===== src/rtl/priority_irq_pkg.sv =====
// Shared types and constants for the priority interrupt controller.
package priority_irq_pkg;
  localparam int N_SRC = 8;
  localparam int ID_W  = 3;

  typedef logic [N_SRC-1:0] req_vec_t;
  typedef logic [ID_W-1:0]  irq_id_t;

  typedef enum logic [1:0] {IDLE, PRESENT, SERVICE} state_t;
endpackage


===== src/rtl/pri_enc8.sv =====
// Combinational 8:3 priority encoder, bit 7 highest.
module pri_enc8
  import priority_irq_pkg::*;
(
  input  req_vec_t vec,
  output irq_id_t  idx,
  output logic     any
);
  always_comb begin
    idx = '0;
    // Ascending scan: a later (higher) set bit overrides a lower one.
    for (int b = 0; b < N_SRC; b++)
      if (vec[b]) idx = irq_id_t'(b);
    any = |vec;
  end
endmodule


===== src/rtl/priority_irq_ctrl.sv =====
// 8-source priority interrupt controller with present/accept/EOI handshake.
// Optional per-source mask input when IRQ_MASK_EN is defined.
module priority_irq_ctrl
  import priority_irq_pkg::*;
#(
  parameter int EDGE = 1
) (
  input  logic     clk,
  input  logic     rst_n,
  input  req_vec_t req,
`ifdef IRQ_MASK_EN
  input  req_vec_t mask,
`endif
  input  logic     irq_ready,
  input  logic     eoi,
  output logic     irq_valid,
  output irq_id_t  irq_id,
  output logic     busy,
  output req_vec_t pending
);
  state_t   state;
  req_vec_t req_s, req_q, capture, clr, eligible;
  logic [1:0] prime;
  irq_id_t  enc_idx;
  logic     enc_any;

  // req is registered once before edge detection; prime[1] marks req_q as
  // holding real post-reset samples so levels high at reset are not edges.
  always_comb begin
    capture = '0;
    if (EDGE != 0) begin
      if (prime[1]) capture = req_s & ~req_q;
    end else begin
      capture = req_s;
    end
  end

  always_comb begin
    clr = '0;
    if (irq_valid && irq_ready) clr[irq_id] = 1'b1;
  end

`ifdef IRQ_MASK_EN
  assign eligible = pending & ~mask;
`else
  assign eligible = pending;
`endif

  pri_enc8 u_enc (
    .vec (eligible),
    .idx (enc_idx),
    .any (enc_any)
  );

  always_ff @(posedge clk) begin
    if (!rst_n) begin
      req_s     <= '0;
      req_q     <= '0;
      prime     <= '0;
      pending   <= '0;
      irq_id    <= '0;
      irq_valid <= 1'b0;
      busy      <= 1'b0;
      state     <= IDLE;
    end else begin
      req_s   <= req;
      req_q   <= req_s;
      prime   <= {prime[0], 1'b1};
      // New capture wins over the acceptance clear on the same bit.
      pending <= (pending & ~clr) | capture;
      case (state)
        IDLE: if (enc_any) begin
          state     <= PRESENT;
          irq_id    <= enc_idx;
          irq_valid <= 1'b1;
        end
        PRESENT: if (irq_ready) begin
          state     <= SERVICE;
          irq_valid <= 1'b0;
          busy      <= 1'b1;
        end
        SERVICE: if (eoi) begin
          state <= IDLE;
          busy  <= 1'b0;
        end
        default: begin
          state     <= IDLE;
          irq_valid <= 1'b0;
          busy      <= 1'b0;
        end
      endcase
    end
  end
endmodule


===== config.mk =====
export PLATFORM = sky130hd
export DESIGN_NAME = priority_irq_ctrl
export DESIGN_NICKNAME = d
export VERILOG_FILES = /design/src/rtl/priority_irq_pkg.sv /design/src/rtl/pri_enc8.sv /design/src/rtl/priority_irq_ctrl.sv
export SDC_FILE = /design/constraint.sdc
export NUM_CORES = 1
export LEC_CHECK = 0
export ABC_AREA = 0
export BUFFER_PORTS_ARGS = -buffer_cell sky130_fd_sc_hd__buf_2
export CELL_PAD_IN_SITES_DETAIL_PLACEMENT = 1
export CELL_PAD_IN_SITES_GLOBAL_PLACEMENT = 1
export CORE_MARGIN = 3
export CORE_UTILIZATION = 42
export CTS_CLUSTER_DIAMETER = 150
export CTS_CLUSTER_SIZE = 12
export DETAILED_ROUTE_END_ITERATION = 8
export PLACE_DENSITY_LB_ADDON = 0.1
export SLEW_MARGIN = 20
export SYNTH_ARGS = -nofsm -noshare
export SYNTH_HDL_FRONTEND = slang
export SYNTH_SLANG_ARGS = --single-unit
export TNS_END_PERCENT = 20

===== constraint.sdc =====
create_clock -name clk -period 2.55 [get_ports clk]
set_clock_uncertainty 0.15 [all_clocks]
set_input_delay 0.1275 -clock clk [delete_from_list [all_inputs] [get_ports clk]]
set_output_delay 0.1275 -clock clk [all_outputs]
set_load 0.03 [all_outputs]

==> results.json <==
{
  "status": "finished, final reports clean",
  "maxCapViolCount": 0,
  "synth_compound_area_share_pct": 16.67,
  "yosysTopAreaCellShare_pct": 56.05,
  "synth_top_cells_by_area": "dfxtp_1 56%, and2_1 10%, nand3b_1 6.4%",
  "syn_area_per_cell_um2": 10.07,
  "synth_fa_ha_area_share_pct": 0,
  "yosys.area_share.xor_xnor_pct": 0,
  "dr_wl_met3_um": 100,
  "cts.clk_slew.worst_paths_ns": 0.10,
  "rrSetupSlack_ns": 1.01,
  "finalHoldViolCount": 0,
  "synth_cell_type_count": 24,
  "m1WireLength_um": 1165,
  "seq_area_um2": 660.6,
  "antenna_found_initial": 0,
  "area_growth_syn_to_layout_pct": 24.52,
  "yosysSeqAreaShare_pct": 56.05,
  "n_fill_cell": 311,
  "critical_path_class": "register to register",
  "synth_top_family_by_area": "simple AND/OR/NAND/NOR gates",
  "portBuffers": 24,
  "cts_num_sinks": 33,
  "synth_simple_gate_area_share_pct": 25.05,
  "io_pins": 25,
  "critical_path.startpoint_type": "register",
  "slew_viol_final": 0,
  "syn-num-nets": 129,
  "numCtsBuffers": 5,
  "relSlewSlack_pct": 70.34,
  "die-area_um2": 3478,
  "leakagePower_nw": 0.6101,
  "rows": 18,
  "rsz0062_at_grt": "false",
  "setup_tns_ns": 0,
  "postCtsSetupBuffers": 0,
  "firstDrtPassIters": 4,
  "fin_area_um2": 1468,
  "cp.arrival_ns": 1.58,
  "ys_seq_elements": 33,
  "setup.worst_path.end_class": "register",
  "placement.cell_area_um2": 1318,
  "coreArea_um2": 2567,
  "required_ns": 2.60,
  "met2_length_um": 1236,
  "layout_common_cells": "33 x dfxtp_1, 24 x buf_2, 19 x and2_1",
  "final_cells": 182,
  "reg2reg_depth": 4,
  "reg2reg_to": "irq_id[1]",
  "fmax_mhz": 651.4,
  "grt_first_pass_wirelength_um": 4367,
  "die_x_um": 58.98,
  "cts_hold_buf": 8,
  "hpwl_um": 1741,
  "clock-root-buffer": "clkbuf_4",
  "vias": 967,
  "syn_inst": 117,
  "groute.usage.overall_pct": 17.25,
  "cts_tree": "yes",
  "finalSetupViolations": 0,
  "post-place-cells": 166,
  "grt_max_degree": 35,
  "drc_errors": 0,
  "overflow": 0,
  "pwr_density_cell_nw_per_um2": 716.1,
  "crit_buf_inv": 0,
  "globalplace.congestion": 0.8293,
  "crit_path_end": "irq_id[1]",
  "yosys.area.top_type": "dfxtp_1",
  "drive_above_1_share_pct": 23.03,
  "slowest_delay_ns": 0.40,
  "totalWireLength_um": 2560,
  "nets": 163,
  "htreeDepth": 2,
  "cp-startpoint": "pending[4]",
  "wl_per_cell_um": 14.07,
  "vias_per_cell": 5.313,
  "grt_pass1_vias": 939,
  "path_max_fanout": 6,
  "yosysWarnings": 0,
  "finalCritPeriodShare_pct": 60.20,
  "top_layer_used": "met4",
  "cts_resized": 0,
  "synth.area.mux_share_pct": 0,
  "ant_nets": 0,
  "timing.hold.ws_ns": 0.02032,
  "crit_family": "compound AO/OA/AOI/OAI gates",
  "dieHeight_um": 58.98,
  "crit_chain": "nor4_2 > a211oi_2 > o311ai_0 > o21ai_0",
  "timing.rr.start": "pending[4]",
  "final_util_pct": 57.16,
  "cts_max_path_buffers": 2,
  "initial_utilization_pct": 45.91,
  "ir_drop_mv": 0.5232,
  "multi_input_area_um2": 491.7,
  "worst_pin_slew_ns": 0.4449,
  "mostFrequentLayoutCell": "dfxtp_1",
  "clk_latency_ns": 0.33,
  "drt_first_iter_violations": 8,
  "cp_slowest_cell": "nor4_2",
  "hp-class": "input pin to register",
  "cp.depth": 4,
  "period_needed_ns": 1.535,
  "syn_area_um2": 1179,
  "diodes": 0
}
[layout make-up]
cell class / instances / share of cell area (%)
Timing Repair Buffer: 32 / 13.64
Tap cell: 30 / 2.558
Clock buffer: 7 / 4.433
Inverter: 2 / 0.5115
Clock inverter: 1 / 0.3410
Sequential cell: 33 / 45.01
Multi-Input combinational cell: 77 / 33.50
[cell usage after synthesis, drive strengths merged]
cell type / number
a211oi: 1
a21boi: 7
a21oi: 5
and2: 19
buf: 1
clkbuf: 4
dfxtp: 33
inv: 2
nand2: 6
nand2b: 1
nand3: 1
nand3b: 10
nor2: 3
nor2b: 2
nor3: 2
nor4: 2
o211a: 1
o211ai: 1
o21a: 1
o21ai: 11
o311ai: 2
o31a: 1
or3b: 1
[kinds of logic after synthesis]
kind of cell | after synthesis
buf+inv | 7
simple gates | 47
compound gates | 30
flops | 33
[flip-flops by register name, indices dropped and copies added (netlist names)]
name	cells
req_q	8
prime	2
pending	8
req_s	8
irq_valid	1
irq_id	3
busy	1
state	2
[per-layer routing]
metal  up-vias  GRT usage (%)
li1        473              -
met1       471          20.60
met2        18          27.92
met3         5          4.575
met4         0          9.709
met5         -              0
[report_power, final]
part,switching (mW),internal (mW),leakage (nW),total [mW]
combinational,0.0780,0.0605,0.297,0.139
sequential,0.0320,0.547,0.272,0.579
clock,0.174,0.160,0.0413,0.333
total,0.283,0.768,0.610,1.05
[worst min-delay path by stage]
stage | from | endpoint | slack (ns) | cells past startpoint
floorplan | rst_n | prime[0] | 0.005 | 0
global placement | req[6] | req_s[6] | 0.18 | 2
detailed placement | req[0] | req_s[0] | 0.19 | 2
CTS | rst_n | prime[0] | 0.01 | 1
global route | rst_n | prime[0] | 0.03 | 1
finish | rst_n | prime[0] | 0.02 | 1
[per-stage QoR]
step / setup WS, ns / power (mW)
after floorplan: 1.007 / 0.6757
after global placement: 1.152 / 0.7132
after detailed placement: 1.061 / 0.7202
after CTS: 1.013 / 1.066
after global routing: 0.9273 / 1.109
final: 1.015 / 1.051
Power figures use the tool's default switching activity.
